<file path="config.mk">
export PLATFORM = sky130hd
export DESIGN_NAME = hazard_ctrl
export DESIGN_NICKNAME = d
export VERILOG_FILES = /design/src/rtl/pipe_pkg.sv /design/src/rtl/perf_counter.sv /design/src/rtl/hazard_ctrl.sv
export SDC_FILE = /design/constraint.sdc
export NUM_CORES = 1
export LEC_CHECK = 0
export ABC_AREA = 1
export ABC_CLOCK_PERIOD_IN_PS = 2190
export BUFFER_PORTS_ARGS = -buffer_cell sky130_fd_sc_hd__buf_2
export CAP_MARGIN = 20
export CORE_ASPECT_RATIO = 1.5
export CORE_UTILIZATION = 57
export DETAILED_ROUTE_END_ITERATION = 12
export GPL_TIMING_DRIVEN = 1
export HOLD_SLACK_MARGIN = 0.02
export PLACE_DENSITY = 0.82
export SLEW_MARGIN = 25
export SYNTH_ARGS = -nofsm -noshare
export SYNTH_HDL_FRONTEND = slang
export SYNTH_SLANG_ARGS = --single-unit
</file>
<file path="constraint.sdc">
create_clock -name i_clk -period 2.19 [get_ports i_clk]
set_input_delay 0.219 -clock i_clk [delete_from_list [all_inputs] [get_ports i_clk]]
set_output_delay 0.219 -clock i_clk [all_outputs]
set_load 0.02 [all_outputs]
</file>
<file path="src/rtl/pipe_pkg.sv">
// Types and helpers shared by the pipeline hazard controller and its counters.
package pipe_pkg;

   localparam int REG_ADDR_W = 5;
   localparam int NUM_PERF   = 2;
   localparam int PERF_STALL = 0;
   localparam int PERF_FLUSH = 1;

   typedef enum logic [1:0] {
      S_RUN,
      S_MEM_WAIT,
      S_ERROR
   } hz_state_t;

   typedef struct packed {
      logic pc_enb;
      logic ifid_enb;
      logic idex_enb;
      logic exmem_enb;
      logic memwb_enb;
      logic ifid_flush;
      logic idex_flush;
   } pipe_ctrl_t;

   // x0 is hard-wired to zero, so a load targeting it never creates a dependency.
   function automatic logic rs_depends(input logic used,
                                       input logic [REG_ADDR_W-1:0] rs,
                                       input logic [REG_ADDR_W-1:0] rd);
      return used && (rd != '0) && (rs == rd);
   endfunction

endpackage

</file>
<file path="src/rtl/perf_counter.sv">
// Free-running event counter with enable; wraps modulo 2^WIDTH.
module perf_counter #(
   parameter int WIDTH = 32
) (
   input  logic             i_clk,
   input  logic             i_reset,
   input  logic             i_enb,
   output logic [WIDTH-1:0] o_count
);

   logic [WIDTH-1:0] count_reg;

   always_ff @(posedge i_clk or negedge i_reset) begin
      if (!i_reset) begin
         count_reg <= '0;
      end else if (i_enb) begin
         count_reg <= count_reg + WIDTH'(1);
      end
   end

   assign o_count = count_reg;

endmodule

</file>
<file path="src/rtl/hazard_ctrl.sv">
// Pipeline enable/flush control: memory-wait stalls with timeout, EX redirect
// flushes and load-use bubbles, plus stall/flush performance counters.
module hazard_ctrl
   import pipe_pkg::*;
#(
   parameter int MEM_TIMEOUT = 255,
   parameter int CNT_WIDTH   = 32
) (
   input  logic                  i_clk,
   input  logic                  i_reset,
   input  logic [REG_ADDR_W-1:0] i_id_rs1_addr,
   input  logic [REG_ADDR_W-1:0] i_id_rs2_addr,
   input  logic                  i_id_rs1_used,
   input  logic                  i_id_rs2_used,
   input  logic [REG_ADDR_W-1:0] i_ex_rd_addr,
   input  logic                  i_ex_is_load,
   input  logic                  i_ex_redirect,
   input  logic                  i_mem_req,
   input  logic                  i_mem_ack,
   output logic                  o_pc_enb,
   output logic                  o_ifid_enb,
   output logic                  o_idex_enb,
   output logic                  o_exmem_enb,
   output logic                  o_memwb_enb,
   output logic                  o_ifid_flush,
   output logic                  o_idex_flush,
   output logic                  o_mem_timeout,
   output logic [CNT_WIDTH-1:0]  o_stall_cnt,
   output logic [CNT_WIDTH-1:0]  o_flush_cnt
);

   localparam int WAIT_W = $clog2(MEM_TIMEOUT + 1);
   localparam logic [WAIT_W-1:0] WAIT_LIMIT = WAIT_W'(MEM_TIMEOUT);

   hz_state_t         state_reg;
   logic [WAIT_W-1:0] wait_cnt_reg;
   logic [WAIT_W-1:0] wait_cnt_next;
   logic              mem_timeout_reg;

   logic              mem_stall;
   logic              load_use;
   logic              flush_event;
   pipe_ctrl_t        ctrl;

   logic [NUM_PERF-1:0]  perf_enb;
   logic [CNT_WIDTH-1:0] perf_count [NUM_PERF];

   // ------------------------------------------------------------------
   // Hazard decisions (combinational, zero latency)
   // ------------------------------------------------------------------
   always_comb begin
      mem_stall = 1'b0;
      unique case (state_reg)
         S_RUN:      mem_stall = i_mem_req && !i_mem_ack;
         S_MEM_WAIT: mem_stall = !i_mem_ack;
         S_ERROR:    mem_stall = 1'b1;
         default:    mem_stall = 1'b1;
      endcase
   end

   assign load_use = i_ex_is_load &&
                     (rs_depends(i_id_rs1_used, i_id_rs1_addr, i_ex_rd_addr) ||
                      rs_depends(i_id_rs2_used, i_id_rs2_addr, i_ex_rd_addr));

   // A redirect held through a memory stall is only acted on once EX moves.
   assign flush_event = !mem_stall && i_ex_redirect;

   always_comb begin
      ctrl = '{pc_enb: 1'b1, ifid_enb: 1'b1, idex_enb: 1'b1,
               exmem_enb: 1'b1, memwb_enb: 1'b1,
               ifid_flush: 1'b0, idex_flush: 1'b0};
      if (mem_stall) begin
         ctrl = '0;
      end else if (i_ex_redirect) begin
         ctrl.ifid_flush = 1'b1;
         ctrl.idex_flush = 1'b1;
      end else if (load_use) begin
         ctrl.pc_enb     = 1'b0;
         ctrl.ifid_enb   = 1'b0;
         ctrl.idex_flush = 1'b1;
      end
   end

   assign o_pc_enb     = ctrl.pc_enb;
   assign o_ifid_enb   = ctrl.ifid_enb;
   assign o_idex_enb   = ctrl.idex_enb;
   assign o_exmem_enb  = ctrl.exmem_enb;
   assign o_memwb_enb  = ctrl.memwb_enb;
   assign o_ifid_flush = ctrl.ifid_flush;
   assign o_idex_flush = ctrl.idex_flush;

   // ------------------------------------------------------------------
   // Memory-wait FSM with saturating timeout counter
   // ------------------------------------------------------------------
   assign wait_cnt_next = (wait_cnt_reg == WAIT_LIMIT) ? wait_cnt_reg
                                                       : wait_cnt_reg + WAIT_W'(1);

   always_ff @(posedge i_clk or negedge i_reset) begin
      if (!i_reset) begin
         state_reg       <= S_RUN;
         wait_cnt_reg    <= '0;
         mem_timeout_reg <= 1'b0;
      end else begin
         unique case (state_reg)
            S_RUN: begin
               if (i_mem_req && !i_mem_ack) begin
                  state_reg    <= S_MEM_WAIT;
                  wait_cnt_reg <= '0;
               end
            end
            S_MEM_WAIT: begin
               if (i_mem_ack) begin
                  state_reg <= S_RUN;
               end else begin
                  wait_cnt_reg <= wait_cnt_next;
                  if (wait_cnt_next == WAIT_LIMIT) begin
                     state_reg       <= S_ERROR;
                     mem_timeout_reg <= 1'b1;
                  end
               end
            end
            S_ERROR: begin
               state_reg       <= S_ERROR;
               mem_timeout_reg <= 1'b1;
            end
            default: begin
               state_reg       <= S_ERROR;
               mem_timeout_reg <= 1'b1;
            end
         endcase
      end
   end

   assign o_mem_timeout = mem_timeout_reg;

   // ------------------------------------------------------------------
   // Performance counters
   // ------------------------------------------------------------------
   assign perf_enb[PERF_STALL] = !ctrl.pc_enb;
   assign perf_enb[PERF_FLUSH] = flush_event;

   generate
      for (genvar gi = 0; gi < NUM_PERF; gi++) begin : g_perf
         perf_counter #(
            .WIDTH (CNT_WIDTH)
         ) u_perf_counter (
            .i_clk   (i_clk),
            .i_reset (i_reset),
            .i_enb   (perf_enb[gi]),
            .o_count (perf_count[gi])
         );
      end
   endgenerate

   assign o_stall_cnt = perf_count[PERF_STALL];
   assign o_flush_cnt = perf_count[PERF_FLUSH];

endmodule

</file>
==> flow_summary_export.csv <==
group,metric,value,unit
global_route,grtUsageTotal,31.7,%
logic_synthesis,avgSynthCellArea,6.64,sq um
global_route,antenna_found_initial,0,
sta,hold_viol_final,0,
power_and_ir_drop,total_power,4.60,mW
cts,insertion_delay,0.34,ns
placed_design,place_area,5680,sq um
global_route,grt_pass1_vias,5228,
sta,rsz0062_at_grt,"no",
logic_synthesis,synth.yosys.warnings,0,
logic_synthesis,synth_cells,773,
setup_path,max_stage_delay,0.41,ns
cts,htree_num_levels,3,
route,drt_iter0_markers,263,
logic_synthesis,ys_async_sr_fraction,100,%
cts,cts_root_buf,"clkbuf_16",
finish,nets,892,
worst_hold_path,hold_path_class,"input port to flop",
finish,drive_above_1_share,18.6,%
floorplan,rows,42,
sta,setup_violations,0,
logic_synthesis,post-synth-top-count-cell,"nand2_1",
sta,relSlewSlack,67.5,%
finish,postLayoutCellArea,6020,sq um
sta,worstMarginPinSlew,0.486,ns
power_and_ir_drop,p_leak,3.19,nW
setup_path,critical_path_buf_inv_count,3,
route,drc,0,
finish,largest_reg_flops,64,
cts,cts_buffers,9,
placed_design,dp_slack,0.458,ns
logic_synthesis,ys_types,31,
setup_path,endpoint_kind,"primary output",
route,routedWlPerCell,14.4,um
route,viasPerCell,5.44,
floorplan,dieArea,9400,sq um
route,first_pass_iters,7,
logic_synthesis,synth-seq-cells,75,
job,max_cap_viol_count,0,
floorplan,start_util,58.5,%
setup_path,required,1.97,ns
sta,slew_viol_final,0,
global_route,grt_overflow,0,
global_route,grt_pass1_wl,23200,um
placed_design,post-dp-hpwl,10600,um
floorplan,core,8780,sq um
finish,diodes,0,
placed_design,port_buffers,94,
logic_synthesis,yosys.area.top_type,"dfrtp_1",
logic_synthesis,synth_area,5140,sq um
route,drt-total-wl,14100,um
logic_synthesis,synth_enable_flop_cells,0,
floorplan,fp.dieW,79.5,um
cts,cts.sinks,75,
cts,clockBufferDepth,2,
setup_path,critical_path_arrival,1.63,ns
logic_synthesis,seq_area_frac_synth,36.5,%
setup_path,path_max_fanout,35,
sta,tns,0,ns
setup_path,critPathKind,"flop to primary output",
logic_synthesis,yosysTopAreaCellShare,36.5,%
placed_design,routabilityCongestion,0.976,
finish,fin_util,68.5,%
power_and_ir_drop,power_density,765,nW/um^2
logic_synthesis,synth_common_cells,"nand2_1, nor2_1, dfrtp_1",
setup_path,start_kind,"flop",
power_and_ir_drop,ir_drop,531,uV
route,drtAntennaViolNets,0,
sta,min_period,1.85,ns
floorplan,pin_count,95,
sta,fmax,539,MHz
cts,clk_pin_slew,0.05,ns
finish,syn_to_final_growth,17.1,%
setup_path,crit_family,"buffers and inverters",
setup_path,path_cells,"nor2_1, nand2_1, inv_2, buf_4, buf_2",
cts,cts_tree,"yes",
setup_path,critPathSlowestCell,"dfrtp_1",
outcome,status,"finished, final reports clean",
cts,postCtsSetupBuffers,0,
global_route,grt_start_max_net_pins,36,
logic_synthesis,synth_ff_type,"dfrtp_1",
sta,fin_crit_sh,84.7,%
floorplan,die_y,118,um
logic_synthesis,syn_nets,799,
sta,fin_ws,0.336,ns
route,vias,5331,
sta,fin_skew,0.00740,ns
logic_synthesis,synth_area_leaders,"dfrtp_1, nand2_1, nor2_1, nand3_1, xor2_1",
-- worst paths after layout --
| check | startpoint | to | slack, ns | cells past startpoint |
|---|---|---|---|---|
| max in group asynchronous | i_reset | g_perf[1].u_perf_counter.o_count[5] | 1.15 | 3 |
| hold / removal | i_mem_ack | state_reg[0] | 0.21 | 4 |
| setup reg to reg | g_perf[0].u_perf_counter.o_count[0] | g_perf[0].u_perf_counter.o_count[28] | 0.42 | 10 |
| min in group asynchronous | i_reset | g_perf[0].u_perf_counter.o_count[29] | 0.37 | 2 |
| hold reg to reg | g_perf[1].u_perf_counter.o_count[5] | g_perf[1].u_perf_counter.o_count[5] | 0.51 | 1 |
| setup / recovery | state_reg[1] | o_idex_enb | 0.34 | 5 |
-- what timing repair did --
action / 4_1_cts / 5_1_grt
hold buffers: 1 / 0
gates resized for setup: 0 / 0
endpoints found under the hold margin: 30 / 0
-- stage by stage --
step | instances | hold WS (ns)
global placement | 964 | 0.182
detailed placement | 964 | 0.183
CTS | 980 | 0.205
finish | 980 | 0.211
floorplan | 773 | -0.0766
global route | 980 | 0.251
-- cells in the final DEF, fill, tap and decap left out, drive strengths merged --
master and instances:
xnor2 10, buf 99, ha 3, nand2 336, nand4 8, clkinv 4, nor3 26, clkbuf 9
nor3b 1, o21bai 2, o21ai 19, dfrtp 75, nand3b 15, dlygate4sd3 1, a22o 3, bufinv 3
inv 72, xor2 28, or2 1, nand3 61, nor2 94
-- cells by family after synthesis --
| kind of cell | share of synthesized area [%] |
|---|---|
| compound gates | 2.80 |
| xor+xnor | 6.48 |
| simple gates | 46.0 |
| fa+ha+maj | 0.731 |
| buf+inv | 7.45 |
| flops | 36.5 |
-- cell type report --
| cell class | instances | area [sq um] |
|---|---|---|
| well taps | 110 | 138 |
| inverters | 73 | 274 |
| fillers | 793 | 2760 |
| clock buffers | 9 | 225 |
| repair buffers | 100 | 520 |
| multi-input cells | 607 | 2880 |
| clock inverters | 6 | 105 |
| flip-flops and latches | 75 | 1880 |
-- worst reg2reg max path, delay by kind of cell (launching register included) --
kind | cells | cell delay [ns]
and+or+nand+nor | 8 | 0.87
adders and majority gates | 1 | 0.27
DFF | 1 | 0.44
buffers and inverters | 1 | 0.09
-- routing by layer --
layer  wire, um  vias up  share of wire (%)  global-route usage [%]
li1           -     2592                  -                       -
met2       7610      176                 54                    57.0
met5          0        -                  0                       0
met4        724        0                5.1                    19.7
met1       5170     2504                 37                    33.5
met3        587       59                4.2                    4.56
-- power by group --
part | total, mW | internal (mW) | switching [mW] | leakage [nW]
logic | 1.09 | 0.355 | 0.739 | 2.01
registers | 1.83 | 1.56 | 0.271 | 1.01
clock network | 1.67 | 1.10 | 0.573 | 0.165
total | 4.60 | 3.02 | 1.58 | 3.19
Power figures use the tool's default switching activity.
